<file path="src/rtl/work_loader.sv">
// Work loader between a byte-stream host link and a mining core: frames 96-byte
// work units into 24 words for the core and returns golden nonces to the host.
module work_loader #(
  parameter int TIMEOUT_CYCLES = 1048576
) (
  input  logic        clk,
  input  logic        n_rst,
  input  logic [7:0]  rx_data,
  input  logic        rx_valid,
  output logic        rx_ready,
  output logic        start_found,
  output logic [31:0] in_data,
  output logic        shift_in_enable,
  input  logic        sol_claim,
  input  logic [31:0] nonce_in,
  output logic        sol_response,
  output logic [7:0]  tx_data,
  output logic        tx_valid,
  input  logic        tx_ready,
  output logic        busy
);

  localparam int          TW   = $clog2(TIMEOUT_CYCLES + 1);
  localparam logic [7:0]  SYNC = 8'hA5;
  localparam logic [4:0]  LAST_WORD = 5'd23;

  typedef enum logic [1:0] {IDLE, LOAD, WAIT_SOL, SEND} state_t;

  state_t          state, state_next;
  logic [1:0]      byte_cnt;
  logic [4:0]      word_cnt;
  logic [TW-1:0]   timer;
  logic [31:0]     acc;
  logic [31:0]     nonce;
  logic [1:0]      tx_cnt;

  logic rx_fire, tx_fire;
  logic restart, word_done, capture, send_done;

  assign rx_ready = (state != SEND);
  assign busy     = (state != IDLE);
  assign tx_valid = (state == SEND);
  assign rx_fire  = rx_valid && rx_ready;
  assign tx_fire  = tx_valid && tx_ready;

  always_ff @(posedge clk or negedge n_rst) begin
    if (!n_rst) state <= IDLE;
    else        state <= state_next;
  end

  always_comb begin
    state_next = state;
    restart    = 1'b0;
    word_done  = 1'b0;
    capture    = 1'b0;
    send_done  = 1'b0;
    case (state)
      IDLE: begin
        if (rx_fire && rx_data == SYNC) begin
          restart    = 1'b1;
          state_next = LOAD;
        end
      end
      LOAD: begin
        if (rx_fire) begin
          if (byte_cnt == 2'd3) begin
            word_done = 1'b1;
            if (word_cnt == LAST_WORD) state_next = WAIT_SOL;
          end
        end else if (timer == TW'(TIMEOUT_CYCLES - 1)) begin
          state_next = IDLE;
        end
      end
      WAIT_SOL: begin
        // A solution already found outranks new work arriving on the same cycle.
        if (sol_claim) begin
          capture    = 1'b1;
          state_next = SEND;
        end else if (rx_fire && rx_data == SYNC) begin
          restart    = 1'b1;
          state_next = LOAD;
        end
      end
      SEND: begin
        if (tx_fire && tx_cnt == 2'd3) begin
          send_done  = 1'b1;
          state_next = IDLE;
        end
      end
      default: state_next = IDLE;
    endcase
  end

  always_ff @(posedge clk or negedge n_rst) begin
    if (!n_rst) begin
      start_found     <= 1'b0;
      shift_in_enable <= 1'b0;
      sol_response    <= 1'b0;
      byte_cnt        <= '0;
      word_cnt        <= '0;
      timer           <= '0;
      acc             <= '0;
      in_data         <= '0;
      nonce           <= '0;
      tx_cnt          <= '0;
    end else begin
      start_found     <= restart;
      shift_in_enable <= word_done;
      sol_response    <= send_done;
      if (restart) begin
        byte_cnt <= '0;
        word_cnt <= '0;
        timer    <= '0;
        acc      <= '0;
      end else if (state == LOAD) begin
        if (rx_fire) begin
          acc      <= {acc[23:0], rx_data};
          byte_cnt <= byte_cnt + 2'd1;
          timer    <= '0;
        end else begin
          timer <= timer + TW'(1);
        end
        // word_cnt counts the pulse being launched, so it reads 24 in WAIT_SOL.
        if (word_done) begin
          in_data  <= {acc[23:0], rx_data};
          word_cnt <= word_cnt + 5'd1;
        end
      end
      if (capture) begin
        nonce  <= nonce_in;
        tx_cnt <= '0;
      end else if (tx_fire) begin
        tx_cnt <= tx_cnt + 2'd1;
      end
    end
  end

  always_comb begin
    tx_data = 8'h00;
    if (state == SEND) begin
      case (tx_cnt)
        2'd0:    tx_data = nonce[31:24];
        2'd1:    tx_data = nonce[23:16];
        2'd2:    tx_data = nonce[15:8];
        default: tx_data = nonce[7:0];
      endcase
    end
  end

endmodule

</file>
<file path="config.mk">
export PLATFORM = sky130hd
export DESIGN_NAME = work_loader
export DESIGN_NICKNAME = d
export VERILOG_FILES = /design/src/rtl/work_loader.sv
export SDC_FILE = /design/constraint.sdc
export NUM_CORES = 1
export LEC_CHECK = 0
export ABC_AREA = 1
export BUFFER_PORTS_ARGS = -buffer_cell sky130_fd_sc_hd__buf_2
export CORE_MARGIN = 2
export CORE_UTILIZATION = 28
export DETAILED_ROUTE_END_ITERATION = 16
export PLACE_DENSITY = 0.41
export RECOVER_POWER = 100
export SLEW_MARGIN = 20
export SYNTH_ARGS = -nofsm -noshare
export SYNTH_HDL_FRONTEND = slang
export SYNTH_SLANG_ARGS = --single-unit
</file>
<file path="constraint.sdc">
create_clock -name clk -period 3.4 [get_ports clk]
set_clock_uncertainty 0.05 [all_clocks]
set_input_delay 0.17 -clock clk [delete_from_list [all_inputs] [get_ports clk]]
set_output_delay 0.17 -clock clk [all_outputs]
set_load 0.01 [all_outputs]
</file>
==> out/metrics.csv <==
metric,value,unit
status,"complete, but fails checks",
violations,"capacitance limit, slew limit",
relSlewSlack,-50.9,%
cpMostUsedCell,nand2_1,
worst_pin_slew,2260,ps
grt_pass1_vias,4657,
clkTransAtPathRegs,60,ps
arrival,2860,ps
gp_congestion,0.739,
powerDensity,797,nW/um^2
final_area,7230,um^2
required,3620,ps
final_antenna_net_count,0,
post_drt_wl_per_cell,13.0,um
synth_top_area_share,55.7,%
min_to,state[0],
endpoint_kind,flip-flop,
dp_hpwl,9470,um
r2r-start,state[1],
max_stage_delay,550,ps
synthesis.yosys.warnings,0,
drtPass1Iterations,4,
fmax,379,MHz
io_buffers,90,
cts_buffer_depth,2,
hp-class,input port to flip-flop,
die_h,144,um
crit_chain,nand2_1 -> nand2_1 -> nor2_4 -> nand3_4 -> nand2_4 -> nand2_2 -> nand2_1 -> o21ai_0,
synthTopCellsByArea,"dfrtp_1 56%, nand2_1 18%, o21ai_1 4.9%, inv_1 3.5%, nor2_1 2.9%",
post_dp_cell_area,6210,um^2
final_cell_mix,"264 x nand2_1, 123 x dfrtp_1, 66 x o21ai_0, 57 x inv_1, 46 x clkbuf_1",
p_leak,3.56,nW
start_util,28.5,%
cts_tree,built,
drive_gt1_share,10.4,%
grt_use_total,14.6,%
cts_resized,0,
rsz0062_at_grt,false,
fin_tns_setup,0,ps
cp_max_fo,41,
insertion_delay,420,ps
grt_max_degree,86,
critical_path_class,flip-flop to flip-flop,
drc,0,
syn_area_per_cell,8.19,um^2
hold_viol_final,0,
clock_sinks,123,
vias_per_cell,4.36,
grt_pass1_wl,23200,um
die_area,20900,um^2
hold_path.startpoint,sol_claim,
layout_commonest_cell,nand2_1,
drt_wl_total,14100,um
core_area,19400,um^2
ys_ff_latch,123,
nNetsFinal,857,
cts-buffers-inserted,17,
syn_inst,675,
crit_path_top_delay_cell,nand2_2,
ys_seq_area_share,55.7,%
setup_viol,0,
critPathTopFamily,simple AND/OR/NAND/NOR gates,
start_kind,flip-flop,
maxCapViolCount,1,
vias,4718,
row_count,51,
grt_overflow_total,0,
fillers,2075,
hold_path_depth,5,
ys_types,28,
syn_nets,728,
rr_worst_depth,8,
post_cts_buffers,0,
slew_viol_final,39,
area_growth,30.8,%
synthesis.area,5530,um^2
io_pins,91,
yosys.area.top_type,dfrtp_1,
drt_iter0_drc,213,
h-tree-depth,4,
min_period_over_period,77.6,%
ir_drop,411,uV
period_needed,2640,ps
critPathBufInv,0,
clock-root-buffer,clkbuf_16,
ff2ff_setup_slack,760,ps
antenna_found_initial,1,
r2r_end,acc[3],
die_w,144,um
antennaDiodeCount,0,
layer usage:
layer	track usage (%)	wire, um
met2	23.5	6650
met3	4.11	565
met1	18.9	6670
met4	4.96	159
met5	0	13
final cells by class:
type                    instances  area, um^2  area share [%]
repair buffers                137         861            11.9
multi-input cells             468        2080            28.8
clock inverters                15         235            3.25
well taps                     265         332            4.59
clock buffers                  17         425            5.89
inverters                      57         214            2.96
flip-flops and latches        123        3080            42.6
flip-flops by register name, summed over array words and instances, names as in the netlist:
signal / cells
in_data: 32
nonce: 32
acc: 24
timer: 21
word_cnt: 5
byte_cnt: 2
state: 2
tx_cnt: 2
shift_in_enable: 1
sol_response: 1
start_found: 1
worst reg2reg max path, cell delays in order, from the launching register on:
cell,delay [ps]
dfrtp_1,440
nand2_1,170
nand2_1,330
nor2_4,240
nand3_4,120
nand2_4,290
nand2_2,550
nand2_1,220
o21ai_0,100
cell families (layout without fill, tap and decap cells):
| group | Yosys count | in the layout | synth area share [%] |
|---|---|---|---|
| buf+inv | 84 | 226 | 6.43 |
| compound gates | 104 | 104 | 9.74 |
| fa+ha+maj | 8 | 8 | 1.81 |
| flops | 123 | 123 | 55.7 |
| simple gates | 355 | 355 | 26.2 |
| xor+xnor | 1 | 1 | 0.159 |
stage by stage:
stage               worst slack [ps]  total power, mW  instances  util, %  hold slack, ps
floorplan                       1910             3.28        675        -            -176
global placement                1110             3.80       1007     32.0             132
detailed placement              1000             3.84       1007     32.0             146
CTS                              946             5.95       1082     37.7            67.3
global route                     414             6.20       1082     37.3             103
finish                           761             5.76       1082     37.3            91.7
synthesized netlist by cell type (all sizes together):
master and n:
clkbuf 8, o21bai 2, ha 8, and3 1, and2 1, xnor2 1, nand2 266, nor2 44
a21oi 25, inv 57, buf 19, dfrtp 123, nor3 2, o31ai 1, nand4 7, nand3b 1
o21ai 68, a31oi 8, nand3 33
power breakdown:
group,leakage [nW],switching [mW],internal (mW)
sequential,1.61,0.303,1.96
combinational,1.63,0.962,0.492
clock,0.326,0.721,1.32
total,3.56,1.99,3.77
worst max-delay path by stage:
stage	end	start	slack, ps	cells past startpoint
4_1_cts	acc[3]	rx_data[4]	950	8
6_report	acc[3]	state[1]	760	8
3_3_place_gp	acc[4]	state[1]	1110	8
2_1_floorplan	byte_cnt[0]	state[1]	1910	9
5_1_grt	acc[4]	state[1]	410	8
3_5_place_dp	acc[3]	state[1]	1000	8
repair_timing:
action	4_1_cts	5_1_grt
endpoints found under the hold margin	89	0
setup endpoints to repair	0	0
hold buffers	43	0
Note: power is estimated with default switching activity, not from simulation.
